File: src/rtl/q_sweep_pkg.sv
// Shared types, status encoding and width helper for the Q setpoint sweep sequencer.
package q_sweep_pkg;

  typedef enum logic [2:0] {
    StIdle,
    StInitRst,
    StTrack,
    StSettle,
    StStepRst,
    StAbortRst
  } sweep_state_e;

  localparam logic ST_CONVERGED = 1'b0;
  localparam logic ST_TIMEOUT   = 1'b1;

  // Bits for a counter running 0..count-1, never narrower than one bit.
  function automatic int unsigned cnt_width(input int unsigned count);
    return (count <= 32'd2) ? 32'd1 : $clog2(count);
  endfunction

endpackage

File: src/rtl/q_sweep_table.sv
// Setpoint register file: one write port, one combinational read port, cleared on reset.
module q_sweep_table
  import q_sweep_pkg::*;
#(
  parameter int unsigned BUS_WIDTH = 10,
  parameter int unsigned N_POINTS  = 6,
  parameter int unsigned IDX_W     = $clog2(N_POINTS)
) (
  input  logic                 i_clk,
  input  logic                 i_rst,
  input  logic                 i_wr_en,
  input  logic [IDX_W-1:0]     i_wr_addr,
  input  logic [BUS_WIDTH-1:0] i_wr_data,
  input  logic [IDX_W-1:0]     i_rd_addr,
  output logic [BUS_WIDTH-1:0] o_rd_data
);

  localparam int unsigned AW = IDX_W + 1;

  logic [BUS_WIDTH-1:0] r_mem [N_POINTS];
  logic                 w_addr_ok;

  // Addresses past the last entry are silently dropped.
  assign w_addr_ok = ({1'b0, i_wr_addr} < AW'(N_POINTS));

  always_ff @(posedge i_clk or posedge i_rst) begin
    if (i_rst) begin
      for (int i = 0; i < int'(N_POINTS); i++) begin
        r_mem[i] <= '0;
      end
    end else if (i_wr_en && w_addr_ok) begin
      r_mem[i_wr_addr] <= i_wr_data;
    end
  end

  assign o_rd_data = r_mem[i_rd_addr];

endmodule

File: src/rtl/q_sweep_sequencer.sv
// Q setpoint sweep sequencer: steps q_desired through a table, waiting for convergence per point.
// Optional Q_SWEEP_LATENCY_EN adds o_status_cycles (TRACK cycle count reported with each status).
module q_sweep_sequencer
  import q_sweep_pkg::*;
#(
  parameter int unsigned BUS_WIDTH        = 10,
  parameter int unsigned N_POINTS         = 6,
  parameter int unsigned TIMEOUT_CYCLES   = 500000,
  parameter int unsigned SETTLE_CYCLES    = 75,
  parameter int unsigned RST_PULSE_CYCLES = 75,
  parameter int unsigned IDX_W            = $clog2(N_POINTS)
) (
  input  logic                 i_clk,
  input  logic                 i_rst,
  input  logic                 i_wr_en,
  input  logic [IDX_W-1:0]     i_wr_addr,
  input  logic [BUS_WIDTH-1:0] i_wr_data,
  input  logic                 i_start,
  input  logic                 i_abort,
  input  logic                 i_loop_mode,
  input  logic                 i_converged,
  output logic [BUS_WIDTH-1:0] o_q_desired,
  output logic                 o_loop_rst,
  output logic                 o_loop_start,
  output logic                 o_busy,
  output logic                 o_done,
  output logic                 o_status_valid,
  output logic [IDX_W-1:0]     o_status_idx,
  output logic                 o_status_timeout,
  output logic                 o_wr_err
`ifdef Q_SWEEP_LATENCY_EN
  ,
  output logic [$clog2(TIMEOUT_CYCLES+1)-1:0] o_status_cycles
`endif
);

  localparam int unsigned RST_W = cnt_width(RST_PULSE_CYCLES);
  localparam int unsigned SET_W = cnt_width(SETTLE_CYCLES);
  localparam int unsigned TRK_W = cnt_width(TIMEOUT_CYCLES);

  localparam logic [RST_W-1:0] RST_LAST = RST_W'(RST_PULSE_CYCLES - 1);
  localparam logic [SET_W-1:0] SET_LAST = SET_W'(SETTLE_CYCLES - 1);
  localparam logic [TRK_W-1:0] TRK_LAST = TRK_W'(TIMEOUT_CYCLES - 1);
  localparam logic [IDX_W-1:0] IDX_LAST = IDX_W'(N_POINTS - 1);

  sweep_state_e         r_state, w_state_nxt;
  logic [RST_W-1:0]     r_rst_cnt, w_rst_cnt_nxt;
  logic [SET_W-1:0]     r_set_cnt, w_set_cnt_nxt;
  logic [TRK_W-1:0]     r_trk_cnt, w_trk_cnt_nxt;
  logic [IDX_W-1:0]     r_idx, w_idx_nxt;
  logic [BUS_WIDTH-1:0] r_q_desired;
  logic [BUS_WIDTH-1:0] w_rd_data;
  logic                 w_load_q;
  logic                 r_status_valid, w_sv_nxt;
  logic [IDX_W-1:0]     r_status_idx;
  logic                 r_status_timeout, w_sv_timeout;
  logic                 r_done, w_done_nxt;
  logic                 r_wr_err, w_wr_err_nxt;
  logic                 w_busy;
  logic                 w_tbl_we;

  assign w_busy   = (r_state != StIdle);
  assign w_tbl_we = i_wr_en && !w_busy;

  // Read port follows the next index so q_desired can be loaded on the TRACK entry edge.
  q_sweep_table #(
    .BUS_WIDTH (BUS_WIDTH),
    .N_POINTS  (N_POINTS),
    .IDX_W     (IDX_W)
  ) u_table (
    .i_clk     (i_clk),
    .i_rst     (i_rst),
    .i_wr_en   (w_tbl_we),
    .i_wr_addr (i_wr_addr),
    .i_wr_data (i_wr_data),
    .i_rd_addr (w_idx_nxt),
    .o_rd_data (w_rd_data)
  );

  always_ff @(posedge i_clk or posedge i_rst) begin
    if (i_rst) begin
      r_state <= StIdle;
    end else begin
      r_state <= w_state_nxt;
    end
  end

  always_comb begin
    w_state_nxt   = r_state;
    w_rst_cnt_nxt = '0;
    w_set_cnt_nxt = '0;
    w_trk_cnt_nxt = '0;
    w_idx_nxt     = r_idx;
    w_load_q      = 1'b0;
    w_sv_nxt      = 1'b0;
    w_sv_timeout  = ST_CONVERGED;
    w_done_nxt    = 1'b0;
    w_wr_err_nxt  = r_wr_err | (i_wr_en & w_busy);

    unique case (r_state)
      StIdle: begin
        if (i_start) begin
          w_state_nxt  = StInitRst;
          w_idx_nxt    = '0;
          w_wr_err_nxt = 1'b0;
        end
      end
      StInitRst: begin
        if (r_rst_cnt == RST_LAST) begin
          w_state_nxt = StTrack;
          w_load_q    = 1'b1;
        end else begin
          w_rst_cnt_nxt = r_rst_cnt + 1'b1;
        end
      end
      StTrack: begin
        if (i_converged) begin
          w_state_nxt  = StSettle;
          w_sv_nxt     = 1'b1;
          w_sv_timeout = ST_CONVERGED;
        end else if (r_trk_cnt == TRK_LAST) begin
          w_state_nxt  = StSettle;
          w_sv_nxt     = 1'b1;
          w_sv_timeout = ST_TIMEOUT;
        end else begin
          w_trk_cnt_nxt = r_trk_cnt + 1'b1;
        end
      end
      StSettle: begin
        if (r_set_cnt == SET_LAST) begin
          w_state_nxt = StStepRst;
        end else begin
          w_set_cnt_nxt = r_set_cnt + 1'b1;
        end
      end
      StStepRst: begin
        if (r_rst_cnt == RST_LAST) begin
          if (r_idx < IDX_LAST) begin
            w_state_nxt = StTrack;
            w_idx_nxt   = r_idx + 1'b1;
            w_load_q    = 1'b1;
          end else if (i_loop_mode) begin
            w_state_nxt = StTrack;
            w_idx_nxt   = '0;
            w_load_q    = 1'b1;
          end else begin
            w_state_nxt = StIdle;
            w_done_nxt  = 1'b1;
          end
        end else begin
          w_rst_cnt_nxt = r_rst_cnt + 1'b1;
        end
      end
      StAbortRst: begin
        if (r_rst_cnt == RST_LAST) begin
          w_state_nxt = StIdle;
        end else begin
          w_rst_cnt_nxt = r_rst_cnt + 1'b1;
        end
      end
      default: w_state_nxt = StIdle;
    endcase

    // Abort wins over every pending transition, including a same-cycle status report.
    if (i_abort && (r_state != StIdle) && (r_state != StAbortRst)) begin
      w_state_nxt   = StAbortRst;
      w_rst_cnt_nxt = '0;
      w_set_cnt_nxt = '0;
      w_trk_cnt_nxt = '0;
      w_idx_nxt     = r_idx;
      w_load_q      = 1'b0;
      w_sv_nxt      = 1'b0;
      w_done_nxt    = 1'b0;
    end
  end

  always_ff @(posedge i_clk or posedge i_rst) begin
    if (i_rst) begin
      r_rst_cnt        <= '0;
      r_set_cnt        <= '0;
      r_trk_cnt        <= '0;
      r_idx            <= '0;
      r_q_desired      <= '0;
      r_status_valid   <= 1'b0;
      r_status_idx     <= '0;
      r_status_timeout <= 1'b0;
      r_done           <= 1'b0;
      r_wr_err         <= 1'b0;
    end else begin
      r_rst_cnt      <= w_rst_cnt_nxt;
      r_set_cnt      <= w_set_cnt_nxt;
      r_trk_cnt      <= w_trk_cnt_nxt;
      r_idx          <= w_idx_nxt;
      r_status_valid <= w_sv_nxt;
      r_done         <= w_done_nxt;
      r_wr_err       <= w_wr_err_nxt;
      if (w_load_q) begin
        r_q_desired <= w_rd_data;
      end
      if (w_sv_nxt) begin
        r_status_idx     <= r_idx;
        r_status_timeout <= w_sv_timeout;
      end
    end
  end

`ifdef Q_SWEEP_LATENCY_EN
  localparam int unsigned LAT_W = $clog2(TIMEOUT_CYCLES + 1);

  logic [LAT_W-1:0] r_status_cycles;

  always_ff @(posedge i_clk or posedge i_rst) begin
    if (i_rst) begin
      r_status_cycles <= '0;
    end else if (w_sv_nxt) begin
      r_status_cycles <= LAT_W'(r_trk_cnt);
    end
  end

  assign o_status_cycles = r_status_cycles;
`endif

  assign o_q_desired      = r_q_desired;
  assign o_loop_rst       = (r_state == StInitRst) || (r_state == StStepRst) ||
                            (r_state == StAbortRst);
  assign o_loop_start     = (r_state == StTrack) || (r_state == StSettle);
  assign o_busy           = w_busy;
  assign o_done           = r_done;
  assign o_status_valid   = r_status_valid;
  assign o_status_idx     = r_status_idx;
  assign o_status_timeout = r_status_timeout;
  assign o_wr_err         = r_wr_err;

endmodule

File: config.mk
export PLATFORM = sky130hd
export DESIGN_NAME = q_sweep_sequencer
export DESIGN_NICKNAME = d
export VERILOG_FILES = /design/src/rtl/q_sweep_pkg.sv /design/src/rtl/q_sweep_table.sv /design/src/rtl/q_sweep_sequencer.sv
export SDC_FILE = /design/constraint.sdc
export NUM_CORES = 1
export LEC_CHECK = 0
export ABC_AREA = 1
export BUFFER_PORTS_ARGS = -buffer_cell sky130_fd_sc_hd__buf_2
export CAP_MARGIN = 25
export CORE_UTILIZATION = 55
export CTS_CLUSTER_SIZE = 12
export DETAILED_ROUTE_END_ITERATION = 8
export GPL_TIMING_DRIVEN = 0
export PLACE_DENSITY_LB_ADDON = 0.3
export SETUP_SLACK_MARGIN = 0.3
export SYNTH_ARGS = -nofsm -noshare
export SYNTH_HDL_FRONTEND = slang
export SYNTH_SLANG_ARGS = --single-unit
File: constraint.sdc
create_clock -name i_clk -period 7.5 [get_ports i_clk]
set_input_delay 0 -clock i_clk [delete_from_list [all_inputs] [get_ports i_clk]]
set_output_delay 0 -clock i_clk [all_outputs]
set_load 0.02 [all_outputs]
==> results by group <==
Status
  – Outcome: completed

Min path
  – Hold_sp: i_wr_addr[2]
  – Cell count of the worst hold path: 4
  – Hold crit path type: primary input to flip-flop
  – Hold Path Sink: u_table.r_mem[52]$_DFFE_PP0P_

Drt
  – Via count: 4899
  – Routed vias/inst: 5.50
  – Routed wire per std cell: 15.3 um
  – DRC errors left: 0
  – Initial DRT Pass Iterations: 7
  – DR iter-0 viols: 373
  – WL final: 13.6 mm
  – ANT nets after route: 0

Worst setup path
  – Reg2Reg Depth: 12
  – Kind of end point of the critical path: flip-flop
  – Crit Path Category: flip-flop to flip-flop
  – Worst r2r src: r_rst_cnt[0]$_DFF_PP0_
  – WP data required: 7.91 ns
  – FF-to-FF setup slack: 5.14 ns
  – CP Max Fanout: 10
  – Worst R2R End: o_q_desired[6]$_DFFE_PP0P_
  – CP Launch Type: flip-flop
  – Arrival time worst endpoint: 2.77 ns

Yosys
  – Synth async-reset ratio: 100%
  – Post-synth EDFFs: 0
  – Netlist cell types: 36
  – Flops & latches, synth: 116
  – Net Count, Synth: 695
  – Post-synthesis cell count: 669
  – Post-synthesis sequential area ratio: 51.2%
  – Main area contributors after synthesis: dfrtp_1 (51%), nand2_1 (9.9%), inv_1 (5.3%)
  – Most frequent cell after synthesis: nand2_1
  – Most instantiated cells after synthesis: nand2_1 (149), dfrtp_1 (116), inv_1 (80), nor2_1 (60), o21ai_0 (51)
  – Ys Warns: 0
  – Mapped Area: 5670 um2
  – Area leader, netlist: dfrtp_1
  – Area share of the leading cell type in the synthesized netlist: 51.2%
  – Post-synth top flop: dfrtp_1
  – Syn_area_per_cell: 8.47 um2

Finish
  – Fillers: 754
  – Area Overhead vs Synth: 20.0%
  – # diodes: 0
  – Final core utilization: 68.9%
  – Share of post-route cells with drive strength above 1: 14.6%
  – Fin nets: 771

CTS
  – # hold bufs at CTS: 18
  – Num CTS Buffers: 17
  – CTS tree: done
  – Clk buf depth: 2
  – Root Driver: clkbuf_8
  – Post-CTS setup buffer count: 0
  – Post-CTS sizing: 0
  – Clock slew at reported path FFs: 0.06 ns
  – CTS H-tree depth: 4
  – Clk sinks: 116
  – Worst-Skew Late Latency: 0.53 ns

Die
  – Row cnt: 36
  – Die X-Extent: 104 um
  – DIE HEIGHT: 104 um
  – IO Pins: 40
  – Initial Util: 57.4%
  – Total Die Area: 10700 um2
  – CORE AREA: 9860 um2

Power
  – Worst ir drop on vdd: 0.146 mV
  – Lkg Pwr: 0.00329 uW
  – Pwr per Cell Area: 210 nW/um2

Timing
  – Final worst path period need: 2.36 ns
  – Final hold vios: 0
  – Slew @ Worst Pin: 0.794 ns
  – Fmax: 0.424 GHz
  – Fin crit share: 31.4%
  – Clock Skew: 0.00661 ns
  – Setup tns final: 0 ns
  – RSZ-0062 raised after global routing: no
  – Slew Limit Fails: 0
  – Max-slew headroom: 46.6%
  – Final setup fails: 0

Job
  – Max-cap violations: 0

Global routing
  – First-pass GRT wire length: 23.0 mm
  – Vias in the first global route: 4918
  – Initial antenna violation count: 0
  – Total GRT Usage: 27.3%
  – Largest net degree at the start of global routing: 60
  – Global route total overflow: 0

Placement
  – HPWL Detailed: 9.16 mm
  – # port buffers: 38
  – Routability congestion estimate from global placement: 0.850
-- worst max-delay path by stage --
stage                            from                    endpoint  slack [ns]
6_report       r_rst_cnt[0]$_DFF_PP0_  o_q_desired[6]$_DFFE_PP0P_        5.14
4_1_cts        r_rst_cnt[0]$_DFF_PP0_  o_q_desired[6]$_DFFE_PP0P_        5.17
3_5_place_dp   r_rst_cnt[0]$_DFF_PP0_  o_q_desired[6]$_DFFE_PP0P_        5.18
5_1_grt        r_rst_cnt[0]$_DFF_PP0_  o_q_desired[6]$_DFFE_PP0P_        4.99
2_1_floorplan                   i_rst            o_done$_DFF_PP0_        4.43
3_3_place_gp                    i_rst     r_trk_cnt[11]$_DFF_PP0_        3.23
-- worst max-delay path, stage by stage, from the launching register on --
cell      delay [ns]
dfrtp_1         0.41
inv_1           0.07
ha_1            0.17
nand3_1         0.10
nor2_2          0.23
nand2_1         0.12
nand2_1         0.19
clkbuf_1        0.43
nand4_1         0.16
nand3_1         0.14
nand2_1         0.08
nand2_1         0.08
a21oi_1         0.08
-- metal layers --
layer / GRT usage (%) / routed length [um]
met1: 33.3 / 5580
met2: 46.2 / 7000
met3: 6.23 / 676
met4: 12.1 / 345
met5: 0 / 0
-- state kept, by name, indices dropped and copies added (netlist names) --
signal            count
u_table.r_mem        60
r_trk_cnt            19
o_q_desired          10
r_rst_cnt             7
r_set_cnt             7
o_status_idx          3
r_idx                 3
r_state               3
o_done                1
o_status_timeout      1
o_status_valid        1
o_wr_err              1
-- cells in the final DEF, fill, tap and decap left out, drive strengths merged, types with 4 or more instances in the layout --
master	count
clkinv	8
nand4	34
nor4	7
dlygate4sd3	18
nor2	64
mux2	20
nor3b	5
nand2	152
ha	6
clkinvlp	5
clkbuf	36
nor3	4
inv	82
a21oi	30
o21ai	51
dfrtp	116
buf	47
nand3	44
xor2	12
-- power by group --
| part | total, uW | switching (uW) | leakage (uW) | internal (uW) |
|---|---|---|---|---|
| clock | 767 | 289 | 0.000266 | 478 |
| combinational | 34.5 | 23.4 | 0.00165 | 11.2 |
| sequential | 626 | 0.0000000000000130 | 0.00138 | 626 |
-- per-stage QoR --
step	power [uW]	worst slack (ns)	hold slack, ns	area [um2]	instances
2_1_floorplan	649	4.43	0.0860	5670	669
3_3_place_gp	663	3.23	0.209	6020	840
3_5_place_dp	666	5.18	0.176	6050	841
4_1_cts	1440	5.17	0.0564	6800	891
5_1_grt	1470	4.99	0.0915	6800	891
6_report	1430	5.14	0.0681	6800	891
-- logic make-up (layout without fill, tap and decap cells) --
kind of cell,count (synthesis),count (layout),share of synthesized area (%)
AO/OA/AOI/OAI,88,88,8.06
AND/OR/NAND/NOR,315,315,25.6
XOR/XNOR,15,15,2.32
flip-flops,116,116,51.2
buffers and inverters,109,198,7.53
multiplexers,20,20,3.97
adder cells (fa/ha/maj),6,6,1.32
-- layout make-up --
class	count	area [um2]	area share, %
buffer	25	111	1.64
clock buffer	19	432	6.35
clock inverter	13	135	1.99
inverter	84	318	4.67
multi-input combinational	444	2340	34.4
sequential	116	2900	42.7
tap	133	166	2.45
timing repair buffer	57	398	5.85
(Power assumes the default switching activity.)
